File: config.mk
export PLATFORM = sky130hd
export DESIGN_NAME = siteswap_scheduler
export DESIGN_NICKNAME = d
export VERILOG_FILES = /design/src/rtl/juggle_pkg.sv /design/src/rtl/landing_schedule.sv /design/src/rtl/siteswap_scheduler.sv
export SDC_FILE = /design/constraint.sdc
export NUM_CORES = 1
export LEC_CHECK = 0
export ABC_AREA = 1
export CELL_PAD_IN_SITES_DETAIL_PLACEMENT = 2
export CELL_PAD_IN_SITES_GLOBAL_PLACEMENT = 2
export CORE_MARGIN = 2
export CORE_UTILIZATION = 36
export DETAILED_ROUTE_END_ITERATION = 16
export DONT_BUFFER_PORTS = 1
export GPL_TIMING_DRIVEN = 0
export PLACE_DENSITY_LB_ADDON = 0.1
export SYNTH_ARGS = -nofsm -noshare
export SYNTH_HDL_FRONTEND = slang
export SYNTH_SLANG_ARGS = --single-unit
File: constraint.sdc
create_clock -name clk_in -period 4.8 [get_ports clk_in]
set_input_delay 0.24 -clock clk_in [delete_from_list [all_inputs] [get_ports clk_in]]
set_output_delay 0.24 -clock clk_in [all_outputs]
set_load 0.005 [all_outputs]
File: src/rtl/juggle_pkg.sv
// Shared types and sizing for the siteswap scheduler.
package juggle_pkg;

  localparam int MAX_LEN    = 7;
  localparam int MAX_HEIGHT = 7;

  typedef enum logic [1:0] {
    IDLE  = 2'd0,
    RUN   = 2'd1,
    ERROR = 2'd2
  } sched_state_t;

  typedef struct packed {
    logic       occ;
    logic [2:0] id;
  } slot_t;

endpackage

File: src/rtl/landing_schedule.sv
// Landing-slot shift register: slot[i] holds the ball landing i beats from now.
// SCHED_OCCUPANCY_EN exposes the occupancy vector.
module landing_schedule
  import juggle_pkg::*;
(
  input  logic        clk_in,
  input  logic        rst_in,
  input  logic        clear,
  input  logic        shift,
  input  logic        place,
  input  logic [2:0]  place_idx,
  input  logic [2:0]  place_id,
  input  logic [2:0]  probe_idx,
  output slot_t       head,
  output logic        collide
`ifdef SCHED_OCCUPANCY_EN
  ,
  output logic [MAX_HEIGHT-1:0] occupancy
`endif
);

  slot_t slots [MAX_HEIGHT];

  // place is applied after clear/shift so a throw lands in the post-shift schedule
  always_ff @(posedge clk_in) begin
    if (rst_in) begin
      for (int i = 0; i < MAX_HEIGHT; i++) slots[i] <= '0;
    end else begin
      if (clear) begin
        for (int i = 0; i < MAX_HEIGHT; i++) slots[i] <= '0;
      end else if (shift) begin
        for (int i = 0; i < MAX_HEIGHT - 1; i++) slots[i] <= slots[i+1];
        slots[MAX_HEIGHT-1] <= '0;
      end
      if (place) slots[place_idx] <= '{occ: 1'b1, id: place_id};
    end
  end

  assign head = slots[0];

  // probe_idx is a post-shift index, so it looks one slot higher pre-shift
  always_comb begin
    collide = 1'b0;
    if (probe_idx < 3'(MAX_HEIGHT - 1)) collide = slots[probe_idx + 3'd1].occ;
  end

`ifdef SCHED_OCCUPANCY_EN
  always_comb begin
    occupancy = '0;
    for (int i = 0; i < MAX_HEIGHT; i++) occupancy[i] = slots[i].occ;
  end
`endif

endmodule

File: src/rtl/siteswap_scheduler.sv
// Beat-by-beat siteswap scheduler: FSM, pattern index, hand and ball counter.
// SCHED_OCCUPANCY_EN adds occupancy_out.
//   state | meaning
//   IDLE  | no pattern running, schedule empty
//   RUN   | processing one beat per new_beat strobe
//   ERROR | collision / dropped ball / starvation, schedule frozen
module siteswap_scheduler
  import juggle_pkg::*;
(
  input  logic        clk_in,
  input  logic        rst_in,
  input  logic        new_beat,
  input  logic [2:0]  pattern_in [MAX_LEN],
  input  logic [2:0]  pattern_length,
  input  logic [2:0]  num_balls_in,
  input  logic        pattern_valid_in,
  output logic        throw_valid_out,
  output logic [2:0]  throw_height_out,
  output logic [2:0]  throw_ball_out,
  output logic        throw_hand_out,
  output logic [2:0]  beat_index_out,
  output logic [2:0]  balls_live_out,
  output logic        error_out,
  output logic        running_out
`ifdef SCHED_OCCUPANCY_EN
  ,
  output logic [MAX_HEIGHT-1:0] occupancy_out
`endif
);

  sched_state_t state_q, state_d;
  logic [2:0] pat_q [MAX_LEN];
  logic [2:0] len_q, nb_q, idx_q, live_q;
  logic       hand_q;

  logic       latch, proc, fresh, changed, err, advance, throw_fire;
  logic       sched_clear, sched_shift, sched_place, collide;
  logic [2:0] h_cur, nb_cur, len_cur, idx_cur, live_cur, live_d, throw_id, tgt_idx;
  logic       hand_cur;
  slot_t      head, head_cur;

  landing_schedule u_sched (
    .clk_in    (clk_in),
    .rst_in    (rst_in),
    .clear     (sched_clear),
    .shift     (sched_shift),
    .place     (sched_place),
    .place_idx (tgt_idx),
    .place_id  (throw_id),
    .probe_idx (tgt_idx),
    .head      (head),
    .collide   (collide)
`ifdef SCHED_OCCUPANCY_EN
    ,
    .occupancy (occupancy_out)
`endif
  );

  always_comb begin
    changed = (pattern_length != len_q) || (num_balls_in != nb_q);
    for (int i = 0; i < MAX_LEN; i++)
      if (pattern_in[i] != pat_q[i]) changed = 1'b1;
  end

  always_ff @(posedge clk_in) begin
    if (rst_in) state_q <= IDLE;
    else        state_q <= state_d;
  end

  always_comb begin
    state_d     = state_q;
    latch       = 1'b0;
    proc        = 1'b0;
    sched_clear = 1'b0;
    sched_shift = 1'b0;
    sched_place = 1'b0;
    throw_fire  = 1'b0;
    advance     = 1'b0;
    err         = 1'b0;
    unique case (state_q)
      IDLE: if (new_beat && pattern_valid_in) begin
        latch = 1'b1;
        proc  = 1'b1;
      end
      RUN: if (new_beat) begin
        if (!pattern_valid_in) begin
          state_d     = IDLE;
          sched_clear = 1'b1;
        end else begin
          latch = changed;
          proc  = 1'b1;
        end
      end
      ERROR: if (new_beat && !pattern_valid_in) begin
        state_d     = IDLE;
        sched_clear = 1'b1;
      end
      default: state_d = IDLE;
    endcase

    // A freshly latched pattern runs as beat 0 against an empty schedule
    fresh    = latch;
    h_cur    = fresh ? pattern_in[0]  : pat_q[idx_q];
    nb_cur   = fresh ? num_balls_in   : nb_q;
    len_cur  = fresh ? pattern_length : len_q;
    idx_cur  = fresh ? 3'd0 : idx_q;
    live_cur = fresh ? 3'd0 : live_q;
    hand_cur = fresh ? 1'b0 : hand_q;
    head_cur = fresh ? slot_t'('0) : head;
    tgt_idx  = h_cur - 3'd1;
    live_d   = live_cur;
    throw_id = head_cur.id;

    if (proc) begin
      if (h_cur == 3'd0) begin
        err = head_cur.occ;
      end else begin
        if (head_cur.occ) begin
          throw_fire = 1'b1;
        end else if (live_cur < nb_cur) begin
          throw_fire = 1'b1;
          throw_id   = live_cur;
          live_d     = live_cur + 3'd1;
        end else begin
          err = 1'b1;
        end
        if (collide && !fresh) err = 1'b1;
      end
      sched_clear = fresh;
      if (err) begin
        throw_fire = 1'b0;
        state_d    = ERROR;
      end else begin
        state_d     = RUN;
        advance     = 1'b1;
        sched_shift = !fresh;
        sched_place = throw_fire;
      end
    end
  end

  always_ff @(posedge clk_in) begin
    if (rst_in) begin
      for (int i = 0; i < MAX_LEN; i++) pat_q[i] <= '0;
      len_q            <= '0;
      nb_q             <= '0;
      idx_q            <= '0;
      live_q           <= '0;
      hand_q           <= 1'b0;
      throw_valid_out  <= 1'b0;
      throw_height_out <= '0;
      throw_ball_out   <= '0;
      throw_hand_out   <= 1'b0;
      beat_index_out   <= '0;
    end else begin
      throw_valid_out <= throw_fire;
      if (latch) begin
        pat_q <= pattern_in;
        len_q <= pattern_length;
        nb_q  <= num_balls_in;
      end
      if (sched_clear) live_q <= '0;
      if (advance) begin
        live_q         <= live_d;
        hand_q         <= ~hand_cur;
        idx_q          <= (idx_cur >= len_cur - 3'd1) ? 3'd0 : idx_cur + 3'd1;
        beat_index_out <= idx_cur;
        throw_hand_out <= hand_cur;
      end
      if (throw_fire) begin
        throw_height_out <= h_cur;
        throw_ball_out   <= throw_id;
      end
    end
  end

  assign balls_live_out = live_q;
  assign error_out      = (state_q == ERROR);
  assign running_out    = (state_q == RUN);

endmodule

**Word-level counts from Yosys, hierarchy flattened**

Memories as Yosys holds them, arrays and structs flattened.
Cells that the tools add are included.

- Bitwise gates (word level): 16
- Eq/ne operators: 15
- Mux-type cells: 87
- Reductions and logical operators: 10
- Magnitude comparators: 4
- Add/subtract/negate cells: 5

Operators with widths:

| kind | count |
|---|---|
| 4-bit 2-to-1 mux | 15 |
| 3-bit 2-to-1 mux | 18 |
| 1-bit 2-to-1 mux | 44 |
| 3-bit inequality test | 9 |
| 1-bit OR | 14 |
| 2-bit 2-to-1 mux | 5 |
| 3-bit by 1-bit adder with 3-bit output (second input constant) | 3 |
| 3-bit binary-select mux with 3-bit select | 1 |
| 3-bit by 2-bit inequality test with 1-bit output (second input constant) | 2 |
| 1-bit one-hot mux with 2 select lines | 3 |
| 2-bit one-hot mux with 3 select lines | 1 |
| 3-bit by 1-bit subtractor with 3-bit output (second input constant) | 2 |
| 4-bit greater-or-equal comparator (second input constant) | 1 |
| 3-bit inverter with 4-bit output | 1 |
| 4-bit AND reduction | 1 |
| 3-bit greater-or-equal comparator | 1 |
| 1-bit logical AND | 3 |
| 3-bit logical NOT | 1 |
| 3-bit < comparator | 1 |
| 3-bit < comparator (second input constant) | 1 |
| 3-bit by 1-bit inequality test with 1-bit output (second input constant) | 1 |
| 2-bit by 1-bit == test with 1-bit output (second input constant) | 1 |
| 2-bit == test (second input constant) | 1 |
| 1-bit logical NOT | 2 |
| 5 further kinds | 5 |

- RAM bits: 28
- Memories kept: 1
- Flip-flop bits (word level): 47
- Logic and storage cells: 156

Memories:

| memory | words | width | read ports | clocked after Yosys merged registers in | write ports | RTL line | source |
|---|---|---|---|---|---|---|---|
| u_sched.slots | 7 | 4 | 8 | 0 | 8 | landing_schedule.sv:22 | `slot_t slots [MAX_HEIGHT];` |

**Longest topological paths before layout**

Gate-level depths: netlist (run 1).
An unclocked memory read counts as a cell.

- Word-level depth: 28
- Depth in mapped cells: 31

**Modules after synthesis**

A second synthesis (run 1) with hierarchy kept.

- Cells, all modules: 628
- Area total of the unflattened synthesis: 4,281.6 um2

By module, submodules not included:

| module | times used | area an instance (um2) | cells an instance |
|---|---|---|---|
| siteswap_scheduler | 1 | 2,929.1 | 478 |
| landing_schedule | 1 | 1,352.5 | 150 |

**Least setup slack after synthesis (run 1)**

No wires, ideal clock.

- Path kind: register -> register
- Start: register state_q[1]
- End: memory u_sched.slots[0][0] in the netlist's numbering (enable)
- Path buffers: 2
- Period minus slack after synthesis: 4.100 ns
- Data arrival time: 3.793 ns
- Required time: 4.493 ns
- Library setup time: 0.307 ns
- Slack: 0.700 ns
- Cell stages (with the launch flop): 27
- Cells stage by stage: dfxtp_1 -> inv_1 -> ha_1 -> nor2_1 -> nand2_1 -> nor2_1 -> nand3_1 -> o21ai_4 -> clkbuf_1 -> nand2_1 -> nand2_1 -> inv_1 -> ha_1 -> ha_1 -> inv_1 -> or2_2 -> nand2_1 -> inv_1 -> or2_2 -> nand3_1 -> nand3_1 -> nand3_2 -> nand3_4 -> nand2_4 -> nand2_4 -> buf_4 -> nand3_1

RTL lines:

| element | RTL line | source |
|---|---|---|
| from (decl) | siteswap_scheduler.sv:31 | `sched_state_t state_q, state_d;` |
| from (signal assigned) | siteswap_scheduler.sv:67 | `else state_q <= state_d;` |
| to (decl) | landing_schedule.sv:22 |  |

==> results of run 1 <==
[report_power, final]
part	switching, mW	internal (mW)	total [mW]
combinational	1.12	0.497	1.62
sequential	0.0901	0.802	0.892
clock	0.276	0.400	0.676
total	1.49	1.70	3.19
[sequential cells by signal, summed over array words and instances (netlist names)]
name              flops
balls_live_out        3
u_sched.slots        28
len_q                 3
beat_index_out        3
hand_q                1
state_q               2
throw_valid_out       1
throw_ball_out        3
nb_q                  3
throw_hand_out        1
idx_q                 3
pat_q                21
throw_height_out      3
[logic make-up (layout without fill, tap and decap cells)]
kind of cell,after synthesis,count (layout),share of synthesized area [%]
buffers and inverters,128,154,11.4
multiplexers,2,2,0.446
adder cells (fa/ha/maj),14,14,3.91
AND/OR/NAND/NOR,311,311,30.7
flip-flops,75,75,38.2
XOR/XNOR,4,4,0.781
AO/OA/AOI/OAI,121,121,14.6
[worst max path at each step]
stage,startpoint,end,slack (ns),depth (start not counted)
floorplan,state_q[1],u_sched.slots[0][0],0.70,26
global placement,state_q[1],u_sched.slots[5][0],-0.36,26
detailed placement,state_q[1],u_sched.slots[5][0],-0.63,26
CTS,state_q[1],u_sched.slots[6][2],0.003,28
global route,state_q[0],u_sched.slots[2][1],-0.03,29
finish,state_q[0],u_sched.slots[2][2],0.25,29
[layout make-up]
cell class	count	area (µm²)	share of cell area [%]
sequential	75	1710	33.2
timing repair buffer	11	82.6	1.60
clock inverter	5	53.8	1.04
clock buffer	11	233	4.51
inverter	106	400	7.76
tap	168	210	4.07
buffer	21	119	2.30
multi-input combinational	452	2350	45.5
[repair_timing]
action	CTS	global route
pin swaps	2	3
gates cloned	0	0
gates resized for setup	7	18
endpoints found under the setup margin	68	66
setup buffers	6	5
[cells in the final DEF (no fill, tap or decap), types with 7 or more instances in the layout]
| master | instances |
|---|---|
| nand3_1 | 37 |
| buf_4 | 14 |
| a21oi_1 | 41 |
| nand4_1 | 19 |
| edfxtp_1 | 21 |
| o22ai_1 | 7 |
| clkbuf_16 | 9 |
| inv_2 | 13 |
| dfxtp_1 | 53 |
| inv_1 | 90 |
| nor2_1 | 61 |
| nand2_1 | 167 |
| clkbuf_1 | 14 |
| o21ai_1 | 10 |
| ha_1 | 11 |
| o21ai_0 | 53 |
[per-layer routing]
layer,vias up,track usage (%),share of wire (%)
li1,2159,-,-
met1,2248,32.6,45
met2,76,47.6,50
met3,23,4.65,3.1
met4,0,7.78,1.8
met5,-,0,0
[per-stage QoR]
step | TNS [ns] | util, % | hold WS (ns) | total power, mW
finish | 0 | 42.8 | 0.0831 | 3.19
global route | -0.0822 | 42.8 | 0.102 | 3.39
CTS | 0 | 42.0 | 0.0762 | 3.08
detailed placement | -31.69 | 38.9 | 0.434 | 2.31
global placement | -13.83 | 38.9 | 0.412 | 2.22
floorplan | 0 | - | 0.407 | 1.89
==> reports/qor.csv, run 1 <==
metric,value,unit
status,finished clean,
row count,40,
Min-Delay Endpoint,pat_q[19],
design area,0.00516,mm²
Worst-path clk slew,0.06,ns
R2R Setup Slk,0.25,ns
Syn-to-layout area delta,15.1,%
WP data arrival,4.74,ns
DRT iter0 DRCs,158,
worst hold path depth,2,
CP top delay family,simple AND/OR/NAND/NOR gates,
width of the die,116,µm
Die H,116,µm
cell taking the most area after synthesis,dfxtp_1,
IO Pins,47,
share of cells above drive strength 1,11.3,%
Pwr Density,618,mW/mm²
TritonCTS clock tree,yes,
Worst EP required,4.99,ns
synthesized flop and latch total,75,
final period utilization,94.8,%
Crit path largest cell delay,0.33,ns
Hold Crit Start,pattern_in[19],
routed vias,4506,
Total GRT Usage,26.6,%
core area,0.0121,mm²
average cell area after synthesis,6.85,µm²
first-pass GRT wire length,26.5,mm
IO Port Bufs,0,
GRT overflow,0,
vias in the first global route,5003,
leak pwr,2.34,nW
Final HPWL DP,12.4,mm
most frequent CP cell,inv_1,
Root Driver,clkbuf_16,
Fin Clk Skew,0.00762,ns
post-route minimum period,4.55,ns
Post-synth ARST share,0,%
CTS Buffer Depth,2,
CTS Buf Count,9,
# fillers,1445,
gpl congestion,0.843,
syn nets,700,
Layout Cells excl Fill,849,
worst hold path class,in -> reg,
Max-cap violations,0,
final hold viol count,0,
Final WS setup,0.250,ns
VDD IR-drop max,297,µV
sequential fraction of the synthesis area,38.2,%
initial antenna violation count,0,
Inst Count DP,823,
Mapped Cells,655,
largest fanout on the critical path,12,
"EDFF count, synth",21,
worst path bufs/invs,9,
slowest CP cell,dfxtp_1,
worst setup path class,reg -> reg,
Tightest Pin Transition,0.757,ns
clk sinks,75,
vias per cell,5.31,
Layout Nets,721,
initial core utilization,37.2,%
synthesized cell area,0.00448,mm²
Max Fclk,0.220,GHz
dpl ws,-0.626,ns
drt drc,0,
Synth top area share,24.1,%
DRT Pass-1 Iters,4,
ant diodes,0,
"Clk Latency, worst-skew pair",0.35,ns
Avg WL per Cell,20.0,µm
worst rel slew slack,49.5,%
FF-to-FF path depth,29,
total die area,0.0134,mm²
nature of the critical path endpoint,flop,
Max Slew Vio Count,0,
yosys synthesis warning count,0,
# H-tree levels,3,
reg2reg end,u_sched.slots[2][2],
"Hold-fix buffers, CTS",0,
DRT antenna net count,0,
worst r2r src,state_q[0],
placed cell area,0.00469,mm²
Unique masters post-synth,42,
most common cell in the netlist,nand2_1,
commonest cells in the netlist,"nand2_1, inv_1, nor2_1",
main area contributors after synthesis,"dfxtp_1, edfxtp_1, nand2_1",
"wirelength, routed",16.9,mm
largest net degree at the start of global routing,13,
CP Launch Type,flop,
Final setup viols,0,
"Top FF cell, synth",dfxtp_1,
(Power assumes the default switching activity.)
==> inputs of run 2 (changes only) <==
--- a/config.mk
+++ b/config.mk
@@ -9,11 +9,12 @@
 export CELL_PAD_IN_SITES_DETAIL_PLACEMENT = 2
 export CELL_PAD_IN_SITES_GLOBAL_PLACEMENT = 2
 export CORE_MARGIN = 2
-export CORE_UTILIZATION = 36
+export CORE_UTILIZATION = 35
 export DETAILED_ROUTE_END_ITERATION = 16
 export DONT_BUFFER_PORTS = 1
 export GPL_TIMING_DRIVEN = 0
-export PLACE_DENSITY_LB_ADDON = 0.1
+export PLACE_DENSITY = 0.82
 export SYNTH_ARGS = -nofsm -noshare
 export SYNTH_HDL_FRONTEND = slang
+export SYNTH_HIERARCHICAL = 1
 export SYNTH_SLANG_ARGS = --single-unit
==> reports/qor.csv, run 2 <==
metric,value,unit,change
R2R Setup Slk,0.28,ns,+0.03 ns
Worst EP required,4.85,ns,-0.14 ns
most frequent cells in the layout,"nand2_1, inv_1, o21ai_0",,
ant diodes,0,,unchanged
width of the die,115,µm,-0.87%
syn nets,674,,-3.7%
gpl congestion,0.802,,-4.9%
"Top FF cell, synth",dfxtp_1,,
Post-synth ARST share,0,%,unchanged
worst hold path depth,2,,unchanged
cell-internal power,1.34,mW,-21%
synthesized flop and latch total,75,,unchanged
"Most flops, register",u_sched/slots,,
worst rel slew slack,58.1,%,+8.6 points
average cell area after synthesis,6.82,µm²,-0.42%
final hold viol count,0,,unchanged
"Clk Latency, worst-skew pair",0.36,ns,about the same
leak pwr,2.28,nW,-2.9%
first-pass GRT wire length,23.2,mm,-13%
"EDFF count, synth",21,,unchanged
Fin Clk Skew,0.00901,ns,+0.00139 ns
Post-Synth Adder-Cell Area,4.38,%,+0.48 points
TritonCTS clock tree,yes,,
reg2reg end,u_sched/slots[0][0],,
largest family of logic cells by synthesized area,simple AND/OR/NAND/NOR gates,,
"wirelength, routed",14.9,mm,-12%
max reg flops,28,,unchanged
Max-cap violations,0,,unchanged
Die H,115,µm,-0.87%
initial core utilization,35.8,%,-1.4 points
Crit path largest cell delay,0.37,ns,+0.04 ns
mux share of post-synthesis cell area,0,%,-0.45 points
Final setup viols,0,,unchanged
yosys synthesis warning count,6,,+6
DRT antenna net count,0,,unchanged
Hold Crit Start,pattern_in[18],,
final core occ,41.4,%,-1.4 points
total die area,0.0131,mm²,-1.7%
initial antenna violation count,0,,unchanged
Net Sw Frac,39.9,%,-6.8 points
worst hold slack,0.0288,ns,-0.0542 ns
nature of the critical path endpoint,flop,,
core area,0.0120,mm²,-0.83%
Simple-Gate Fraction of Synth Area,28.6,%,-2.0 points
CTS Buffer Depth,2,,unchanged
routed vias,4177,,-7.3%
Avg WL per Cell,18.5,µm,-7.2%
status,finished clean,,
# H-tree levels,3,,unchanged
IO Pins,47,,unchanged
drt drc,0,,unchanged
slowest CP cell,dfxtp_2,,
CTS Buf Count,9,,unchanged
main area contributors after synthesis,"dfxtp_1, nand2_1, edfxtp_1",,
Layout Cells excl Fill,802,,-5.5%
commonest cells in the netlist,"nand2_1, inv_1, o21ai_0",,
Final WS setup,0.283,ns,+0.0327 ns
Flop pwr share,35.0,%,+7.0 points
synthesized cell area,0.00428,mm²,-4.5%
Mapped Cells,628,,-4.1%
Root Driver,clkbuf_16,,
post-route minimum period,4.52,ns,-0.0327 ns
DRT Pass-1 Iters,4,,unchanged
Final HPWL DP,10.8,mm,-13%
Clock Power Share,29.7,%,+8.5 points
worst hold path class,in -> reg,,
Syn-to-layout area delta,15.7,%,
worst r2r src,state_q[0],,
Top Registers,"u_sched/slots x28, pat_q x21",,
share of cells above drive strength 1,12.1,%,+0.75 points
vias in the first global route,4567,,-8.7%
Min-Delay Endpoint,pat_q[18],,
Overall Power,2.23,mW,-30%
largest net degree at the start of global routing,16,,+3
Inst Count DP,776,,-5.7%
final period utilization,94.1,%,-0.68 points
Comb pwr share,35.3,%,-16 points
Max Fclk,0.221,GHz,+0.72%
Synth Area in Compound Gates,15.4,%,+0.75 points
largest fanout on the critical path,10,,-2
FF-to-FF path depth,29,,unchanged
Synth top area share,25.2,%,+1.1 points
switching power,0.890,mW,-40%
most common cell in the netlist,nand2_1,,
most frequent CP cell,nand2_1,,
Pwr Density,450,mW/mm²,-27%
worst setup path class,reg -> reg,,
clk sinks,75,,unchanged
GRT overflow,0,,unchanged
dpl ws,-0.398,ns,+0.228 ns
Unique masters post-synth,32,,-24%
Layout Nets,696,,-3.5%
CP Launch Type,flop,,
"commonest non-fill, non-tap cell in the layout",nand2_1,,
xor and xnor area share after synthesis,0.614,%,-0.17 points
row count,40,,unchanged
DRT iter0 DRCs,97,,-39%
Max Slew Vio Count,0,,unchanged
Worst-path clk slew,0.07,ns,about the same
WP data arrival,4.57,ns,-0.17 ns
VDD IR-drop max,230,µV,-23%
cell taking the most area after synthesis,dfxtp_1,,
sequential fraction of the synthesis area,40.0,%,+1.8 points
vias per cell,5.21,,-1.9%
IO Port Bufs,0,,unchanged
Tightest Pin Transition,0.622,ns,-0.135 ns
Total GRT Usage,23.1,%,-3.4 points
## run 2: worst max-delay path, delay by kind of cell, from the launching register on
family / cells / cell delay, ns
simple gates: 15 / 1.52
flops: 1 / 0.37
fa+ha+maj: 3 / 0.65
buf+inv: 8 / 1.04
compound gates: 3 / 0.61
## run 2: kinds of logic (layout without fill, tap and decap cells)
| logic type | count (synthesis) | after routing |
|---|---|---|
| and+or+nand+nor | 292 | 292 |
| AOI/OAI and AO/OA | 125 | 125 |
| buffers and inverters | 118 | 145 |
| DFF | 75 | 75 |
| adders and majority gates | 15 | 15 |
| xor gates and xnor gates | 3 | 3 |
## run 2: worst max path at each step
stage	start	slack [ns]	cells after the start	end
floorplan	state_q[1]	0.19	25	u_sched/slots[1][0]
global placement	state_q[0]	-1.25	25	u_sched/slots[3][1]
detailed placement	state_q[0]	-0.40	29	u_sched/slots[1][0]
CTS	state_q[0]	0.008	29	u_sched/slots[0][2]
global route	state_q[0]	-0.11	30	u_sched/slots[0][2]
finish	state_q[0]	0.28	29	u_sched/slots[0][0]
## run 2: repair_timing
item,4_1_cts,5_1_grt
setup endpoints to repair,49,49
hold buffers,1,0
pin swaps,1,4
resized for setup,11,19
endpoints found under the hold margin,2,0
setup buffers,2,9
## run 2: power groups by stage
stage	combinational, mW	clock (mW)	sequential, mW
floorplan	0.500	0	0.776
global placement	0.645	0	0.788
detailed placement	0.700	0	0.793
CTS	0.726	0.676	0.780
global route	0.896	0.703	0.790
finish	0.787	0.662	0.781
## run 2: cell type report
type                    instances  area [µm²]
fillers                      1438        7010
multi-input cells             435        2200
flip-flops and latches         75        1710
inverters                     100         378
clock buffers                   9         225
well taps                     147         184
repair buffers                 13         100
plain buffers                  16        97.6
clock inverters                 7        58.8
## run 2: routing by layer
layer / vias up / routed length (µm) / part of all wire [%] / track usage [%]
li1: 2049 / - / - / -
met2: 59 / 8010 / 54 / 43.9
met3: 23 / 419 / 2.8 / 3.65
met4: 0 / 320 / 2.2 / 8.29
met5: - / 0 / 0 / 0
met1: 2046 / 6110 / 41 / 25.9
## run 2: through the flow
stage,cell area [µm²],TNS (ns)
2_1_floorplan,4280,0
3_3_place_gp,4470,-68.33
3_5_place_dp,4470,-14.53
4_1_cts,4820,0
5_1_grt,4950,-1.67
6_report,4950,0
==> inputs of run 3 (changes only) <==
--- a/config.mk
+++ b/config.mk
@@ -13,6 +13,7 @@
 export DETAILED_ROUTE_END_ITERATION = 16
 export DONT_BUFFER_PORTS = 1
 export GPL_TIMING_DRIVEN = 0
+export HOLD_SLACK_MARGIN = 0.06
 export PLACE_DENSITY = 0.82
 export SYNTH_ARGS = -nofsm -noshare
 export SYNTH_HDL_FRONTEND = slang
==> reports/qor.csv, run 3 (synthesis gave the netlist of run 2 again) <==
metric,value,unit,change
worst rel slew slack,57.6,%,-0.51 points
row count,40,,unchanged
max reg flops,28,,unchanged
met3 GRT Util,3.65,%,unchanged
Root Driver,clkbuf_16,,
Syn-to-layout area delta,16.0,%,
placed cell area,0.00447,mm²,unchanged
# H-tree levels,3,,unchanged
final hold viol count,0,,unchanged
Worst EP required,4.87,ns,+0.02 ns
IO Port Bufs,0,,unchanged
worst setup path class,reg -> reg,,
vias per cell,5.24,,+0.53%
DRT iter0 DRCs,111,,+14%
Die H,115,µm,unchanged
initial core utilization,35.8,%,unchanged
final core occ,41.5,%,+0.13 points
IO Pins,47,,unchanged
design area,0.00497,mm²,+0.30%
total die area,0.0131,mm²,unchanged
Net Sw Frac,40.1,%,+0.25 points
R2R Setup Slk,0.12,ns,-0.16 ns
grt peak-use layer,met2,,
Total GRT Usage,23.2,%,+0.067 points
Pwr Density,449,mW/mm²,-0.38%
Layout Cells excl Fill,805,,+0.37%
Layout Nets,699,,+0.43%
"Most flops, register",u_sched/slots,,
post-route minimum period,4.68,ns,+0.164 ns
Comb pwr share,35.1,%,-0.2 points
ant diodes,0,,unchanged
Tightest Pin Transition,0.636,ns,+0.0142 ns
"Clk Latency, worst-skew pair",0.36,ns,about the same
clk sinks,75,,unchanged
nature of the critical path endpoint,flop,,
DRT antenna net count,0,,unchanged
cell-internal power,1.33,mW,-0.50%
Top Registers,"u_sched/slots x28, pat_q x21",,
"commonest non-fill, non-tap cell in the layout",nand2_1,,
Fin Clk Skew,0.00917,ns,+0.000156 ns
routed vias,4215,,+0.91%
width of the die,115,µm,unchanged
WP data arrival,4.75,ns,+0.18 ns
core area,0.0120,mm²,unchanged
Max Slew Vio Count,0,,unchanged
final period utilization,97.5,%,+3.4 points
met2 GRT Util,44.1,%,+0.24 points
worst hold path class,in -> reg,,
Flop pwr share,35.1,%,about the same
first-pass GRT wire length,23.2,mm,+0.24%
initial antenna violation count,0,,unchanged
most frequent CP cell,nand2_1,,
Worst-path clk slew,0.07,ns,about the same
share of cells above drive strength 1,12.0,%,-0.055 points
GRT overflow,0,,unchanged
Avg WL per Cell,19.2,µm,+3.4%
VDD IR-drop max,229,µV,-0.23%
vias in the first global route,4589,,+0.48%
TritonCTS clock tree,yes,,
Final HPWL DP,10.8,mm,unchanged
CTS Buffer Depth,2,,unchanged
largest fanout on the critical path,10,,unchanged
most frequent cells in the layout,"nand2_1, inv_1, o21ai_0",,
CTS Buf Count,9,,unchanged
Final TNS setup,0,ns,unchanged
Clock Power Share,29.8,%,about the same
Overall Power,2.23,mW,about the same
"wirelength, routed",15.4,mm,+3.8%
leak pwr,2.29,nW,+0.65%
Max-cap violations,0,,unchanged
gpl congestion,0.802,,unchanged
drt drc,0,,unchanged
met1 GRT Util,25.9,%,unchanged
Final setup viols,0,,unchanged
DRT Pass-1 Iters,4,,unchanged
switching power,0.895,mW,+0.55%
Crit path largest cell delay,0.35,ns,-0.02 ns
slowest CP cell,dfxtp_1,,
Max Fclk,0.214,GHz,-3.5%
status,finished clean,,
CP Launch Type,flop,,
Inst Count DP,776,,unchanged
largest net degree at the start of global routing,16,,unchanged
## run 3: cell types whose count changed in the layout (fill, tap and decap cells not counted)
| cell | before | now |
|---|---|---|
| dlygate4sd3_1 | 1 | 4 |
| ha_4 | 2 | 0 |
| buf_6 | 4 | 3 |
| buf_8 | 0 | 1 |
| ha_1 | 12 | 13 |
| ha_2 | 1 | 2 |
| o21ai_1 | 4 | 3 |
| o21ai_2 | 0 | 1 |
## run 3: stage by stage
| step | hold slack, ns | setup slack (ns) |
|---|---|---|
| after global routing | 0.113 | -0.226 |
| after global placement | 0.313 | -1.25 |
| after CTS | 0.0812 | 0.00790 |
| after detailed placement | 0.314 | -0.398 |
| after floorplan | 0.309 | 0.185 |
| final | 0.0821 | 0.119 |
## run 3: cell type report
| cell class | count | area [µm²] |
|---|---|---|
| inverters | 100 | 378 |
| fillers | 1446 | 6990 |
| repair buffers | 16 | 130 |
| well taps | 147 | 184 |
| plain buffers | 16 | 101 |
| multi-input cells | 435 | 2180 |
| clock buffers | 9 | 225 |
| flip-flops and latches | 75 | 1710 |
| clock inverters | 7 | 58.8 |
## run 3: repair_timing
item / 4_1_cts / 5_1_grt
hold buffers: 4 / 0
setup buffers: 2 / 9
endpoints found under the hold margin: 3 / 0
pin swaps: 1 / 4
resized for setup: 11 / 19
setup endpoints to repair: 49 / 49
## run 3: final timing paths
check,start,to,depth (start not counted)
worst max-delay path,state_q[1],u_sched/slots[0][2],31
worst min-delay path,pattern_in[4],pat_q[4],2
worst max register to register,state_q[1],u_sched/slots[0][2],31
worst min register to register,beat_index_out[2],beat_index_out[2],2
## run 3: routing by layer
metal,routed length [µm],vias up
met1,6290,2082
met2,8360,62
met5,0,-
met4,316,0
met3,456,23
li1,-,2048
## run 3: worst max-delay path: cells and delay by family, from the launching register on
kind / cells / cell delay (ns)
and+or+nand+nor: 16 / 1.58
DFF: 1 / 0.35
buffers and inverters: 9 / 1.12
AOI/OAI and AO/OA: 3 / 0.62
adders and majority gates: 3 / 0.70
## run 3: power by group through the flow
stage               sequential (mW)  clock, mW  combinational, mW
floorplan                     0.776          0              0.500
global placement              0.788          0              0.645
detailed placement            0.793          0              0.700
CTS                           0.780      0.676              0.729
global route                  0.790      0.704              0.886
finish                        0.781      0.664              0.783
